--- config.mk ---
export PLATFORM = sky130hd
export DESIGN_NAME = hazard_ctrl_flat
export DESIGN_NICKNAME = d
export VERILOG_FILES = /design/src/rtl/hazard_ctrl_if.sv /design/src/rtl/hazard_ctrl.sv /design/src/flat_wrapper.sv
export SDC_FILE = /design/constraint.sdc
export NUM_CORES = 1
export LEC_CHECK = 0
export CAP_MARGIN = 0
export CORE_MARGIN = 2
export CORE_UTILIZATION = 54
export CTS_BUF_LIST = sky130_fd_sc_hd__clkbuf_4 sky130_fd_sc_hd__clkbuf_8 sky130_fd_sc_hd__clkbuf_16
export DETAILED_ROUTE_END_ITERATION = 10
export PLACE_DENSITY = 0.86
export SYNTH_ARGS = -nofsm -noshare
export SYNTH_HDL_FRONTEND = slang
export SYNTH_SLANG_ARGS = --single-unit
--- constraint.sdc ---
create_clock -name clock -period 8.14 [get_ports clock]
set_input_delay 1.628 -clock clock [delete_from_list [all_inputs] [get_ports clock]]
set_output_delay 1.628 -clock clock [all_outputs]
set_load 0.02 [all_outputs]
--- src/rtl/hazard_ctrl_if.sv ---
// Hazard controller bus.
// Groups the decode/execute/memory hazard inputs and the stall, flush and
// forwarding outputs of hazard_ctrl.
//   master : pipeline side, drives hazard sources, receives controls
//   slave  : hazard_ctrl side
interface hazard_ctrl_if #(
  parameter int CNT_W = 16
) ();
  logic             id_valid;
  logic [4:0]       id_src_a;
  logic [4:0]       id_src_b;
  logic             id_uses_a;
  logic             id_uses_b;
  logic [4:0]       idex_dst_low;
  logic [4:0]       idex_dst_high;
  logic [1:0]       idex_reg_wen;
  logic             idex_is_load;
  logic [4:0]       exmem_dst_low;
  logic [4:0]       exmem_dst_high;
  logic [1:0]       exmem_reg_wen;
  logic             mem_req;
  logic             mem_ack;
  logic             ex_branch_taken;
  logic             stall_if;
  logic             stall_id;
  logic             stall_mem;
  logic             bubble_ex;
  logic             flush_if_id;
  logic [1:0]       fwd_a;
  logic [1:0]       fwd_b;
  logic [CNT_W-1:0] stall_count;
  logic             timeout_err;

  modport master (
    output id_valid, id_src_a, id_src_b, id_uses_a, id_uses_b,
           idex_dst_low, idex_dst_high, idex_reg_wen, idex_is_load,
           exmem_dst_low, exmem_dst_high, exmem_reg_wen,
           mem_req, mem_ack, ex_branch_taken,
    input  stall_if, stall_id, stall_mem, bubble_ex, flush_if_id,
           fwd_a, fwd_b, stall_count, timeout_err
  );

  modport slave (
    input  id_valid, id_src_a, id_src_b, id_uses_a, id_uses_b,
           idex_dst_low, idex_dst_high, idex_reg_wen, idex_is_load,
           exmem_dst_low, exmem_dst_high, exmem_reg_wen,
           mem_req, mem_ack, ex_branch_taken,
    output stall_if, stall_id, stall_mem, bubble_ex, flush_if_id,
           fwd_a, fwd_b, stall_count, timeout_err
  );
endinterface

--- src/rtl/hazard_ctrl.sv ---
// Pipeline hazard controller.
// Sequences load-use stalls, multi-cycle memory waits (with timeout) and
// taken-branch flushes, and produces registered operand-forwarding selects.
// Ports:
//   clock  : system clock
//   nreset : synchronous active-low reset
//   hz     : hazard_ctrl_if slave (hazard sources in, stall/flush/fwd out)
module hazard_ctrl #(
  parameter int FLUSH_CYCLES = 2,
  parameter int MEM_TIMEOUT  = 255,
  parameter int CNT_W        = 16
) (
  input  logic         clock,
  input  logic         nreset,
  hazard_ctrl_if.slave hz
);
  localparam logic [2:0]  FLUSH_INIT = 3'(FLUSH_CYCLES);
  localparam logic [15:0] TMO_MAX    = 16'(MEM_TIMEOUT);

  typedef enum logic [1:0] {
    RUN      = 2'd0,
    LD_STALL = 2'd1,
    MEM_WAIT = 2'd2,
    FLUSH    = 2'd3
  } state_t;

  state_t           state_q, state_d;
  logic [2:0]       flush_cnt_q, flush_cnt_d;
  logic [15:0]      tmo_cnt_q, tmo_cnt_d;
  logic             pend_br_q, pend_br_d;
  logic             tmo_err_q, tmo_err_d;
  logic [CNT_W-1:0] stall_cnt_q;
  logic [1:0][1:0]  fwd_q;

  logic stall_if_c, stall_id_c, stall_mem_c, bubble_c, flush_c;

  // Register 0 is hardwired zero, so it never creates a dependency.
  function automatic logic dst_match(input logic [4:0] addr, lo, hi,
                                     input logic [1:0] wen);
    return (addr != 5'd0) && (((addr == lo) && wen[0]) || ((addr == hi) && wen[1]));
  endfunction

  logic [1:0][4:0] src;
  logic [1:0]      uses;
  logic [1:0]      idex_hit;
  logic [1:0]      exmem_hit;
  logic [1:0][1:0] fwd_sel;
  logic            load_use;

  assign src[0]  = hz.id_src_a;
  assign src[1]  = hz.id_src_b;
  assign uses[0] = hz.id_uses_a;
  assign uses[1] = hz.id_uses_b;

  genvar gi;
  generate
    for (gi = 0; gi < 2; gi++) begin : g_opnd
      assign idex_hit[gi]  = uses[gi] && dst_match(src[gi], hz.idex_dst_low,
                                                   hz.idex_dst_high, hz.idex_reg_wen);
      assign exmem_hit[gi] = uses[gi] && dst_match(src[gi], hz.exmem_dst_low,
                                                   hz.exmem_dst_high, hz.exmem_reg_wen);
      // The younger producer (ID/EX, about to be in EX/MEM) wins.
      assign fwd_sel[gi]   = idex_hit[gi]  ? 2'b01 :
                             exmem_hit[gi] ? 2'b10 : 2'b00;
    end
  endgenerate

  assign load_use = hz.id_valid && hz.idex_is_load && (|idex_hit);

  always_comb begin
    state_d     = state_q;
    flush_cnt_d = flush_cnt_q;
    tmo_cnt_d   = tmo_cnt_q;
    pend_br_d   = pend_br_q;
    tmo_err_d   = tmo_err_q;
    stall_if_c  = 1'b0;
    stall_id_c  = 1'b0;
    stall_mem_c = 1'b0;
    bubble_c    = 1'b0;
    flush_c     = 1'b0;

    case (state_q)
      // LD_STALL lasts one cycle and then behaves as RUN, except that the
      // load-use check is skipped (the load has already moved on).
      RUN, LD_STALL: begin
        state_d = RUN;
        if (hz.mem_req && !hz.mem_ack) begin
          stall_if_c  = 1'b1;
          stall_id_c  = 1'b1;
          stall_mem_c = 1'b1;
          state_d     = MEM_WAIT;
          tmo_cnt_d   = 16'd1;  // the entry cycle counts as a wait cycle
          pend_br_d   = hz.ex_branch_taken;
        end else if (hz.ex_branch_taken) begin
          flush_c     = 1'b1;
          bubble_c    = 1'b1;
          state_d     = (FLUSH_INIT > 3'd1) ? FLUSH : RUN;
          flush_cnt_d = FLUSH_INIT - 3'd1;
        end else if ((state_q == RUN) && load_use) begin
          stall_if_c  = 1'b1;
          stall_id_c  = 1'b1;
          bubble_c    = 1'b1;
          state_d     = LD_STALL;
        end
      end

      MEM_WAIT: begin
        if (hz.mem_ack || (tmo_cnt_q == TMO_MAX)) begin
          // Ack takes precedence over a coincident timeout.
          tmo_err_d   = tmo_err_q | !hz.mem_ack;
          tmo_cnt_d   = 16'd0;
          pend_br_d   = 1'b0;
          if (pend_br_q || hz.ex_branch_taken) begin
            state_d     = FLUSH;
            flush_cnt_d = FLUSH_INIT;
          end else begin
            state_d     = RUN;
          end
        end else begin
          stall_if_c  = 1'b1;
          stall_id_c  = 1'b1;
          stall_mem_c = 1'b1;
          tmo_cnt_d   = tmo_cnt_q + 16'd1;
          if (hz.ex_branch_taken) pend_br_d = 1'b1;
        end
      end

      FLUSH: begin
        // Branches seen here are ignored.
        flush_c  = 1'b1;
        bubble_c = 1'b1;
        if (flush_cnt_q <= 3'd1) begin
          state_d     = RUN;
          flush_cnt_d = 3'd0;
        end else begin
          flush_cnt_d = flush_cnt_q - 3'd1;
        end
      end

      default: state_d = RUN;
    endcase

    // Controls are held low while reset is asserted.
    if (!nreset) begin
      stall_if_c  = 1'b0;
      stall_id_c  = 1'b0;
      stall_mem_c = 1'b0;
      bubble_c    = 1'b0;
      flush_c     = 1'b0;
    end
  end

  always_ff @(posedge clock) begin
    if (!nreset) begin
      state_q     <= RUN;
      flush_cnt_q <= '0;
      tmo_cnt_q   <= '0;
      pend_br_q   <= 1'b0;
      tmo_err_q   <= 1'b0;
      stall_cnt_q <= '0;
      fwd_q       <= '0;
    end else begin
      state_q     <= state_d;
      flush_cnt_q <= flush_cnt_d;
      tmo_cnt_q   <= tmo_cnt_d;
      pend_br_q   <= pend_br_d;
      tmo_err_q   <= tmo_err_d;
      if (stall_if_c && (stall_cnt_q != {CNT_W{1'b1}}))
        stall_cnt_q <= stall_cnt_q + CNT_W'(1);
      // Selects follow the instruction entering EX; a bubble carries none.
      if (!stall_id_c)
        fwd_q <= bubble_c ? '0 : fwd_sel;
    end
  end

  assign hz.stall_if    = stall_if_c;
  assign hz.stall_id    = stall_id_c;
  assign hz.stall_mem   = stall_mem_c;
  assign hz.bubble_ex   = bubble_c;
  assign hz.flush_if_id = flush_c;
  assign hz.fwd_a       = fwd_q[0];
  assign hz.fwd_b       = fwd_q[1];
  assign hz.stall_count = stall_cnt_q;
  assign hz.timeout_err = tmo_err_q;
endmodule

--- src/flat_wrapper.sv ---
// flat-port wrapper written by rule: the top's interface ports become plain ports
module hazard_ctrl_flat 
#(
  parameter int FLUSH_CYCLES = 2,
  parameter int MEM_TIMEOUT  = 255,
  parameter int CNT_W        = 16
)
  (clock, nreset, hz_id_valid, hz_id_src_a, hz_id_src_b, hz_id_uses_a, hz_id_uses_b, hz_idex_dst_low, hz_idex_dst_high, hz_idex_reg_wen, hz_idex_is_load, hz_exmem_dst_low, hz_exmem_dst_high, hz_exmem_reg_wen, hz_mem_req, hz_mem_ack, hz_ex_branch_taken, hz_stall_if, hz_stall_id, hz_stall_mem, hz_bubble_ex, hz_flush_if_id, hz_fwd_a, hz_fwd_b, hz_stall_count, hz_timeout_err);
  hazard_ctrl_if #(.CNT_W(CNT_W)) hz_i ();
  input  logic clock;
  input  logic nreset;
  input wire logic [$bits(hz_i.id_valid)-1:0] hz_id_valid;
  input wire logic [$bits(hz_i.id_src_a)-1:0] hz_id_src_a;
  input wire logic [$bits(hz_i.id_src_b)-1:0] hz_id_src_b;
  input wire logic [$bits(hz_i.id_uses_a)-1:0] hz_id_uses_a;
  input wire logic [$bits(hz_i.id_uses_b)-1:0] hz_id_uses_b;
  input wire logic [$bits(hz_i.idex_dst_low)-1:0] hz_idex_dst_low;
  input wire logic [$bits(hz_i.idex_dst_high)-1:0] hz_idex_dst_high;
  input wire logic [$bits(hz_i.idex_reg_wen)-1:0] hz_idex_reg_wen;
  input wire logic [$bits(hz_i.idex_is_load)-1:0] hz_idex_is_load;
  input wire logic [$bits(hz_i.exmem_dst_low)-1:0] hz_exmem_dst_low;
  input wire logic [$bits(hz_i.exmem_dst_high)-1:0] hz_exmem_dst_high;
  input wire logic [$bits(hz_i.exmem_reg_wen)-1:0] hz_exmem_reg_wen;
  input wire logic [$bits(hz_i.mem_req)-1:0] hz_mem_req;
  input wire logic [$bits(hz_i.mem_ack)-1:0] hz_mem_ack;
  input wire logic [$bits(hz_i.ex_branch_taken)-1:0] hz_ex_branch_taken;
  output wire logic [$bits(hz_i.stall_if)-1:0] hz_stall_if;
  output wire logic [$bits(hz_i.stall_id)-1:0] hz_stall_id;
  output wire logic [$bits(hz_i.stall_mem)-1:0] hz_stall_mem;
  output wire logic [$bits(hz_i.bubble_ex)-1:0] hz_bubble_ex;
  output wire logic [$bits(hz_i.flush_if_id)-1:0] hz_flush_if_id;
  output wire logic [$bits(hz_i.fwd_a)-1:0] hz_fwd_a;
  output wire logic [$bits(hz_i.fwd_b)-1:0] hz_fwd_b;
  output wire logic [$bits(hz_i.stall_count)-1:0] hz_stall_count;
  output wire logic [$bits(hz_i.timeout_err)-1:0] hz_timeout_err;
  assign hz_i.id_valid = hz_id_valid;
  assign hz_i.id_src_a = hz_id_src_a;
  assign hz_i.id_src_b = hz_id_src_b;
  assign hz_i.id_uses_a = hz_id_uses_a;
  assign hz_i.id_uses_b = hz_id_uses_b;
  assign hz_i.idex_dst_low = hz_idex_dst_low;
  assign hz_i.idex_dst_high = hz_idex_dst_high;
  assign hz_i.idex_reg_wen = hz_idex_reg_wen;
  assign hz_i.idex_is_load = hz_idex_is_load;
  assign hz_i.exmem_dst_low = hz_exmem_dst_low;
  assign hz_i.exmem_dst_high = hz_exmem_dst_high;
  assign hz_i.exmem_reg_wen = hz_exmem_reg_wen;
  assign hz_i.mem_req = hz_mem_req;
  assign hz_i.mem_ack = hz_mem_ack;
  assign hz_i.ex_branch_taken = hz_ex_branch_taken;
  assign hz_stall_if = hz_i.stall_if;
  assign hz_stall_id = hz_i.stall_id;
  assign hz_stall_mem = hz_i.stall_mem;
  assign hz_bubble_ex = hz_i.bubble_ex;
  assign hz_flush_if_id = hz_i.flush_if_id;
  assign hz_fwd_a = hz_i.fwd_a;
  assign hz_fwd_b = hz_i.fwd_b;
  assign hz_stall_count = hz_i.stall_count;
  assign hz_timeout_err = hz_i.timeout_err;
  hazard_ctrl #(.FLUSH_CYCLES(FLUSH_CYCLES), .MEM_TIMEOUT(MEM_TIMEOUT), .CNT_W(CNT_W)) u_core (.clock(clock), .nreset(nreset), .hz(hz_i));
endmodule
==> impl_metrics.json <==
{
  "drv_cap": 0,
  "synth.top_cell.area_share_pct": 30.0,
  "gr-usage-met2_pct": 39.7,
  "drt-total-wl_um": 7390,
  "outcome": "finished, final reports clean",
  "dp_hpwl_um": 5500,
  "critical_path_required_ps": 6510,
  "internal_power_mw": 0.391,
  "die_area_sq_mm": 0.00592,
  "cts_resized": 0,
  "wl_per_cell_um": 14.9,
  "netlist_area_sq_mm": 0.00287,
  "viasPerCell": 5.90,
  "utilization_pct": 71.6,
  "p_leak_nw": 1.20,
  "clk-insertion-delay-late_ps": 300,
  "cp.arrival_ps": 4790,
  "synth.avg_cell_area_sq_um": 7.64,
  "slew_headroom_pct": 35.2,
  "min_path_type": "register to register",
  "crit_slowest_cell": "clkdlybuf4s50_1",
  "drive_gt1_share_pct": 6.10,
  "power_switching_share_pct": 26.5,
  "numClockSinks": 43,
  "num_rows": 26,
  "r2r_cells": 8,
  "setup.worst_path.end_class": "output port",
  "postCtsSetupBuffers": 0,
  "synth_area_leader_cell": "dfxtp_1",
  "max_stage_delay_ps": 970,
  "grtUsageTotal_pct": 25.5,
  "grt_overflow_total": 0,
  "ys.flop_type": "dfxtp_1",
  "cts_tree": "yes",
  "synth_area_leaders": "dfxtp_1 30%, xnor2_1 7.3%, a21oi_1 5.2%",
  "final.min_clock_period_ps": 6410,
  "powerDensity_mw_per_mm2": 146,
  "ys_seq_area_share_pct": 30.0,
  "drcViolationCount": 0,
  "numCtsBuffers": 5,
  "hold_path_depth": 2,
  "htreeDepth": 2,
  "cts.path.max_buffers": 2,
  "worstMarginPinSlew_ps": 971,
  "grt_max_degree": 30,
  "p_sw_mw": 0.141,
  "syn_to_final_growth_pct": 27.2,
  "antenna_cells": 0,
  "cts_hold_buf": 0,
  "syn_nets": 423,
  "clk_pin_slew_ps": 90,
  "pwr-share-clk_pct": 37.8,
  "hold_viol": 0,
  "die_h_um": 77.0,
  "grt_pass1_wl_um": 12500,
  "fillers": 431,
  "start_kind": "input pin",
  "grt_busiest_layer": "met2",
  "worst_hold_slack_ps": 467,
  "ys_types": 55,
  "crit_chain": "clkdlybuf4s50_1, inv_1, a21oi_1, o21ai_4, inv_1, clkdlybuf4s50_1",
  "port_buffers": 68,
  "grt_pass1_vias": 2650,
  "use_met1_pct": 35.0,
  "maxSlewViolCount": 0,
  "synthArstFlopShare_pct": 0,
  "drtIter0Drc": 218,
  "critPathKind": "input pin to output port",
  "skew_ps": 9.29,
  "vias": 2926,
  "start_util_pct": 56.3,
  "core_area_sq_mm": 0.00511,
  "ys_warn_count": 0,
  "ant_nets": 0,
  "path_max_fanout": 29,
  "synth_cells": 376,
  "nNetsFinal": 472,
  "root_buffer": "clkbuf_8",
  "die_w_um": 77.0,
  "rsz0062_at_grt": "no",
  "grt_use_met3_pct": 5.88,
  "synth_edf_count": 0,
  "synth_seq_cells": 43,
  "antenna_found_initial": 0,
  "finalCritPeriodShare_pct": 78.8,
  "pre_cts_ws_ps": 1770,
  "dr.pass1.iters": 5,
  "combPwrFrac_pct": 20.8,
  "ios": 69,
  "gp_congestion": 0.881,
  "fmax_mhz": 156,
  "power_frac_seq_pct": 41.5,
  "layout_setup_ws_ps": 1730,
  "finalSetupViolations": 0,
  "setup_tns_ps": 0,
  "irDropWorstVdd_uv": 189
}
-- kinds of logic after synthesis --
family,share of synthesized area (%)
adders and majority gates,1.74
buffers and inverters,5.70
muxes,2.44
and+or+nand+nor,29.3
xor gates and xnor gates,12.2
AOI/OAI and AO/OA,18.7
DFF,30.0
-- sequential cells by signal, indices dropped and copies added, names as in the netlist --
name                   flops
u_core.hz.timeout_err      1
u_core.hz.fwd_b            2
u_core.hz.fwd_a            2
u_core.state_q             2
u_core.pend_br_q           1
u_core.tmo_cnt_q          16
u_core.flush_cnt_q         3
u_core.hz.stall_count     16
-- metrics by stage --
step	std cells	area [sq um]	total power [mW]
after CTS	496	3660	0.533
after global routing	496	3660	0.556
after floorplan	376	2870	0.294
after detailed placement	488	3520	0.335
after global placement	488	3520	0.331
final	496	3660	0.532
-- cell usage in the layout, fill, tap and decap left out, drive strengths merged, types with 4 or more instances in the layout --
cell	instances
nor4	12
nor3	15
inv	9
clkdlybuf4s50	68
or4	7
or3	5
nor2	33
xor2	16
nand2b	10
clkbuf	6
and3	4
nor3b	4
o21ai	21
nand2	39
ha	4
xnor2	24
a21oi	30
o31ai	4
nand3	20
mux2i	7
dfxtp	43
nand4	7
o21a	5
-- area by class of cell --
class                           count  area, sq um  area share (%)
Clock buffer                        6         76.3            2.09
Clock inverter                      2         60.1            1.64
Inverter                            9         33.8           0.924
Multi-Input combinational cell    297         1850            50.6
Sequential cell                    43          861            23.5
Tap cell                           70         87.6            2.40
Timing Repair Buffer               69          688            18.8
-- metal layers --
metal	vias to the layer above	share of wire (%)	wire length [um]
li1	1437	-	-
met1	1370	47	3440
met2	106	47	3470
met3	13	5.5	406
met4	0	0.92	68
met5	-	0	0
-- critical path: cells and delay by family --
family                 cells  cell delay, ps
buffers and inverters      4            2420
AOI/OAI and AO/OA          2             720
-- final timing paths --
kind / endpoint / slack, ps / from
hold reg to reg: u_core.hz.fwd_b[0] / 470 / u_core.hz.fwd_b[0]
setup reg to reg: u_core.hz.stall_count[5] / 5020 / u_core.tmo_cnt_q[0]
hold / removal: u_core.hz.fwd_b[0] / 470 / u_core.hz.fwd_b[0]
setup / recovery: hz_stall_if / 1730 / nreset
-- power groups by stage --
stage	Clock [mW]	Sequential (mW)	Combinational, mW
2_1_floorplan	0	0.224	0.0701
3_3_place_gp	0	0.225	0.106
3_5_place_dp	0	0.225	0.109
4_1_cts	0.203	0.221	0.110
5_1_grt	0.214	0.222	0.120
6_report	0.201	0.221	0.111
-- synth_stat cells (9+ instances only) --
cell / number
dfxtp_1: 43
nand2_1: 39
nor2_1: 31
a21oi_1: 30
xnor2_1: 24
clkbuf_1: 20
nand3_1: 19
o21ai_0: 17
xor2_1: 16
nor3_1: 15
nor4_1: 11
nand2b_1: 10
inv_1: 9
Power figures use the tool's default switching activity.
